**config.mk**
```make
export PLATFORM = sky130hd
export DESIGN_NAME = fifo_stream_reader
export DESIGN_NICKNAME = d
export VERILOG_FILES = /design/src/rtl/fifo_stream_reader.sv
export SDC_FILE = /design/constraint.sdc
export NUM_CORES = 1
export LEC_CHECK = 0
export ABC_CLOCK_PERIOD_IN_PS = 2300
export CORE_AREA = 2 2 74 76
export CTS_CLUSTER_SIZE = 20
export DETAILED_ROUTE_END_ITERATION = 10
export DIE_AREA = 0 0 76 78
export PLACE_DENSITY = 0.64
export SYNTH_ARGS = -nofsm -noshare
export SYNTH_HDL_FRONTEND = slang
export SYNTH_SLANG_ARGS = --single-unit
```
**constraint.sdc**
```tcl
create_clock -name clk -period 2.3 [get_ports clk]
set_clock_uncertainty 0.2 [all_clocks]
set_input_delay 0.23 -clock clk [delete_from_list [all_inputs] [get_ports clk]]
set_output_delay 0.23 -clock clk [all_outputs]
set_load 0.01 [all_outputs]
```
**src/rtl/fifo_stream_reader.sv**
```systemverilog
// Read-side agent for the synchronous FIFO: pops words and presents them on a
// valid/ready stream through a 2-entry buffer that hides the FIFO read latency.
module fifo_stream_reader #(
  parameter int DATA_W = 8,
  parameter int CNT_W  = 16
) (
  input  logic              clk,
  input  logic              rst,
  input  logic              fifo_empty,
  input  logic [DATA_W-1:0] fifo_d_out,
  output logic              fifo_rd_en,
  output logic              m_valid,
  input  logic              m_ready,
  output logic [DATA_W-1:0] m_data,
  input  logic              flush,
  output logic [CNT_W-1:0]  xfer_cnt,
  output logic              idle
);

  logic [DATA_W-1:0] buf_q [2];
  logic              rd_ptr;
  logic              wr_ptr;
  logic              inflight;
  logic [1:0]        occ;
  logic              pop;
  logic              capture;
  logic [2:0]        credit;

  always_comb begin
    m_valid    = (occ != 2'd0);
    m_data     = buf_q[rd_ptr];
    pop        = m_valid && m_ready;
    capture    = inflight && !flush;
    // Slots committed after this cycle; a pop frees one immediately so a
    // steady stream keeps one word buffered and one in flight.
    credit     = {1'b0, occ} + {2'b00, inflight} - {2'b00, pop};
    fifo_rd_en = rst && !flush && !fifo_empty && (credit < 3'd2);
    idle       = (occ == 2'd0) && !inflight && fifo_empty;
  end

  always_ff @(posedge clk) begin
    if (!rst) begin
      buf_q[0] <= '0;
      buf_q[1] <= '0;
      rd_ptr   <= 1'b0;
      wr_ptr   <= 1'b0;
      inflight <= 1'b0;
      occ      <= '0;
      xfer_cnt <= '0;
    end else if (flush) begin
      rd_ptr   <= 1'b0;
      wr_ptr   <= 1'b0;
      inflight <= 1'b0;
      occ      <= '0;
    end else begin
      inflight <= fifo_rd_en;
      if (capture) begin
        buf_q[wr_ptr] <= fifo_d_out;
        wr_ptr        <= ~wr_ptr;
      end
      if (pop) begin
        rd_ptr   <= ~rd_ptr;
        xfer_cnt <= xfer_cnt + CNT_W'(1);
      end
      case ({capture, pop})
        2'b10:   occ <= occ + 2'd1;
        2'b01:   occ <= occ - 2'd1;
        default: occ <= occ;
      endcase
    end
  end

endmodule

```
# Yosys cells after proc, flatten, opt, wreduce, memory -nomap -nowiden
# Memories as Yosys holds them, arrays and structs flattened. A register that Yosys moved wholly into a read port is not among the register bits.
# Index checks and enable logic that the tools add are counted.
dict set report op_classes {
  mux 11
  reduce_logical 16
  add_sub_neg 5
  n_bitwise 4
  n_eq_ne 2
  order_cmp 1
}
# op count
set ops {}
lappend ops {{16-bit by 1-bit adder with 16-bit output, second input constant} 1}
lappend ops {{1-bit 2-to-1 mux} 9}
lappend ops {{8-bit 2-to-1 mux} 1}
lappend ops {{8-bit OR reduction} 1}
lappend ops {{1-bit logical AND} 7}
lappend ops {{1-bit inverter} 4}
lappend ops {{2-bit case mux with 2 select lines} 1}
lappend ops {{2-bit nonzero test} 2}
lappend ops {{2-bit by 1-bit adder with 3-bit output} 1}
lappend ops {{1-bit zero test} 3}
lappend ops {{3-bit by 2-bit < comparator with 1-bit output, second input constant} 1}
lappend ops {{3-bit by 1-bit subtractor with 3-bit output} 1}
lappend ops {{2-bit by 1-bit adder with 2-bit output, second input constant} 1}
lappend ops {{2-bit by 1-bit == test with 1-bit output, second input constant} 1}
lappend ops {{2-bit == test, second input constant} 1}
lappend ops {{2-bit zero test} 1}
lappend ops {{2-bit AND reduction} 1}
lappend ops {{2-bit OR reduction} 1}
lappend ops {{2-bit by 1-bit subtractor with 2-bit output, second input constant} 1}
dict set report totals {
  regBits 21
  ram_bits 16
  mem_count 1
  elab_cells 45
  output_inout_bits 27
  input_bits 13
}
# name depth word_bits read_ports rd_clocked_by_memory_dff write_ports line
set mem_list {}
lappend mem_list {buf_q 2 8 1 1 2 20} ;# logic [DATA_W-1:0] buf_q [2];

# Logic depth before layout (Yosys ltp)
dict set report depth {
  depth_word 8
  mapped_depth 7
  depth_no_buf 6
}

# Least setup slack after synthesis
# Ideal clock, no wire load.
dict set report synth_path {
  path_kind {register -> output}
  startpoint {register occ[1]}
  endpoint {output fifo_rd_en}
  path_stages_with_launch 8
  path_buffers 1
  setup_slack_ps 61
  arrival_ps 1809
  t_required_ps 1870
  cell_sequence {dfxtp_1 > buf_6 > nand2_1 > mux2i_1 > nand2_1 > fa_1 > xor2_1 > nor4b_1}
}
dict set report synth_between {
  elab_chain_cells 5
  word_cells_on_any_way 6
  classes_between {add/sub (2); order compare (1); reduce/logical (3)}
}
# item line
set synth_lines {}
lappend synth_lines {{from (decl)} 24} ;# logic [1:0] occ;
lappend synth_lines {{from (signal assigned)} 66} ;# 2'b10: occ <= occ + 2'd1;
lappend synth_lines {{from (signal assigned)} 67} ;# 2'b01: occ <= occ - 2'd1;
lappend synth_lines {{branches (longest 2 deep; another with 2-bit by 1-bit adder with 3-bit output)} --}
lappend synth_lines {{3-bit by 1-bit subtractor with 3-bit output *} 36} ;# credit = {1'b0, occ} + {2'b00, inflight} - {2'b00, pop};
lappend synth_lines {{3-bit by 2-bit < comparator with 1-bit output *} 37} ;# fifo_rd_en = rst && !flush && !fifo_empty && (credit < 3'd2);
lappend synth_lines {{1-bit logical AND *} 37}
lappend synth_lines {{to (decl)} 11} ;# output logic fifo_rd_en,
# Every way passes the cells marked *.

# Worst setup path after layout
dict set report layout_path {
  startpoint {register occ[0]}
  endpoint {output fifo_rd_en}
}
# Same word-level chain as after synthesis.

==> run_results.csv <==
group,metric,value,unit
floorplanning,die_area,0.00593,mm^2
synth,synth_cells,167,
placed_design,port_buffers,39,
sta,setup_viol,1,
min_path,hold_depth,2,
floorplanning,die-height,78,um
route,drc,0,
sta,grt_setup_unrepaired,"true",
synth,synth_top_cell_by_area,"edfxtp_1",
route,top_layer,"met4",
sta,final-hold-violation-count,0,
synth,synth_commonest_cells,"dfxtp_1, and2_1, edfxtp_1, nor2_1, a21oi_1",
outcome,violations,"setup timing",
synth,ys_types,30,
grt,grt_pass1_wl,5.91,mm
synth,synth_nets,182,
cts,cts_tree,"built",
cts,clock_latency,0.29,ns
critical_path,start_kind,"register",
floorplanning,num_io_pins,40,
floorplanning,die_w,76,um
cts,clkTransAtPathRegs,0.07,ns
min_path,holdPathEnd,"wr_ptr",
sta,tightest_slew,0.491,ns
cts,clock_sinks,38,
synth,ys_ff_latch,38,
placed_design,pre_cts_ws,-0.672,ns
power_and_ir_drop,ir_drop,0.254,mV
finish,antenna_cells,0,
synth,synth_seq_area_share,52.6,%
finish,final_area,0.00240,mm^2
placed_design,routabilityCongestion,0.773,
synth,ys_async_sr_fraction,0,%
synth,yosys_warnings,0,
synth,dominantRegCellSynth,"dfxtp_1",
cts,holdBufCountCts,0,
finish,area_delta_synth_final,37.3,%
route,m1WireLength,1.68,mm
critical_path,required,1.87,ns
synth,synth_area,0.00175,mm^2
grt,antenna_found_initial,0,
critical_path,worstReg2RegStart,"xfer_cnt[4]",
floorplanning,row_count,26,
cts,clockBufferDepth,2,
grt,grtUsageTotal,12.6,%
sta,fmax,428,MHz
grt,grt_start_max_net_pins,16,
min_path,worstHoldStart,"wr_ptr",
synth,synth.most_common_cell,"dfxtp_1",
cts,root_buffer,"clkbuf_8",
synth,synth_top_area_share,27.4,%
power_and_ir_drop,leakage,0.846,nW
finish,layout-drive-gt1-share,17.6,%
grt,grt_pass1_vias,1261,
cts,cts_buffers,5,
sta,hold_ws,0.287,ns
finish,nFillCells,484,
route,wl_met3,128,um
route,drt_pre_antenna_iters,4,
critical_path,critPathCaptureType,"output pin",
cts,htreeDepth,2,
floorplanning,start_util,34.7,%
power_and_ir_drop,powerDensity,521,mW/mm^2
sta,drv_slew,0,
synth,synth.area.top_cells,"edfxtp_1, dfxtp_1, and2_1",
finish,utilization,47.7,%
synth,synth.avg_cell_area,10.5,um^2
outcome,status,"finished, violations left",
route,viasPerCell,4.67,
min_path,min_path_type,"reg -> reg",
sta,post-route-period-util,102,%
route,wl_per_cell,12.2,um
critical_path,r2r_slack,0.25,ns
placed_design,place_area,0.00230,mm^2
critical_path,crit_path_max_fanout,2,
route,drt_iter0_drc,73,
run,drv_cap,0,
critical_path,crit_arrival,1.91,ns
sta,relSlewSlack,67.2,%
route,finalWirelength,3.58,mm
sta,fin_ws,-0.0378,ns
grt,gr-total-overflow,0,
route,route.met2.wl,1.71,mm
synth,synth_edf_count,16,
critical_path,ff2ff_path_depth,4,
placed_design,hpwl,2.54,mm
critical_path,crit_type,"reg -> out",
route,drtAntennaViolNets,0,
critical_path,rr_endpoint,"xfer_cnt[14]",
floorplanning,core_area,0.00504,mm^2
route,vias,1363,
power_and_ir_drop,p_total,1.25,mW
finish,final_nets,236,
sta,fin_crit,2.34,ns
-- timing repair --
item                                    in CTS  in global routing
endpoints found under the hold margin        0                  0
pin swaps                                    2                  1
endpoints found under the setup margin       1                  2
buffers inserted                             1                  0
resized for setup                           10                  2
-- flip-flops by register name, summed over array words and instances (netlist names), named ones only --
name,count
buf_q,16
inflight,1
xfer_cnt,16
wr_ptr,1
rd_ptr,1
occ,2
-- power breakdown --
part	leakage (nW)	internal, mW	switching (mW)
sequential	0.344	0.714	0.00408
clock	0.0426	0.208	0.232
combinational	0.459	0.0531	0.0411
total	0.846	0.976	0.277
-- per-stage QoR --
stage | std cells | TNS, ns
after CTS | 292 | -0.0485
after global routing | 292 | -0.181
after detailed placement | 283 | -0.676
after global placement | 283 | -0.632
final | 292 | -0.0378
after floorplan | 167 | 0
-- cells in the final DEF, fill, tap and decap left out, types with 5 or more instances in the layout --
| cell type | synthesis | layout |
|---|---|---|
| edfxtp_1 | 16 | 16 |
| or3_1 | 5 | 5 |
| and2_1 | 16 | 16 |
| xnor2_1 | 6 | 6 |
| nand2_1 | 9 | 9 |
| nor2_1 | 14 | 14 |
| buf_4 | 0 | 17 |
| dfxtp_1 | 22 | 21 |
| clkdlybuf4s50_1 | 0 | 36 |
| o21ai_0 | 7 | 7 |
| clkbuf_8 | 0 | 5 |
| mux2_2 | 8 | 8 |
| a21oi_1 | 10 | 10 |
-- worst max-delay path: stages, from the launching register on --
cell and delay [ns]:
dfxtp_2 0.33, inv_2 0.06, mux2i_2 0.22, nand2_1 0.12, fa_2 0.35, xor2_1 0.16
nor4b_2 0.22, buf_2 0.17
-- kinds of logic after synthesis --
| group | share of synthesized area, % |
|---|---|
| adder cells (fa/ha/maj) | 1.86 |
| XOR/XNOR | 4.50 |
| AO/OA/AOI/OAI | 8.01 |
| AND/OR/NAND/NOR | 23.2 |
| flip-flops | 52.6 |
| multiplexers | 6.29 |
| buffers and inverters | 3.57 |
-- how the worst max path moves through the flow --
| stage | from | endpoint | slack (ns) | depth (start not counted) |
|---|---|---|---|---|
| 5_1_grt | occ[0] | fifo_rd_en | -0.18 | 7 |
| 4_1_cts | occ[0] | fifo_rd_en | -0.05 | 7 |
| 6_report | occ[0] | fifo_rd_en | -0.04 | 7 |
| 3_3_place_gp | m_ready | fifo_rd_en | -0.63 | 8 |
| 3_5_place_dp | m_ready | fifo_rd_en | -0.67 | 8 |
| 2_1_floorplan | occ[1] | fifo_rd_en | 0.06 | 7 |
-- layer usage --
layer / GRT usage, % / up-vias
li1: - / 697
met1: 15.1 / 634
met2: 21.3 / 27
met3: 3.37 / 5
met4: 5.82 / 0
met5: 0 / -
-- layout make-up --
cell class / instances / area (um^2) / share of cell area, %
Tap cell: 70 / 87.6 / 3.64
Clock inverter: 2 / 8.76 / 0.364
Timing Repair Buffer: 56 / 514 / 21.4
Multi-Input combinational cell: 115 / 779 / 32.4
Sequential cell: 38 / 922 / 38.4
Clock buffer: 6 / 72.6 / 3.02
Inverter: 5 / 18.8 / 0.781
No activity file was read; power rests on OpenSTA's default activity.
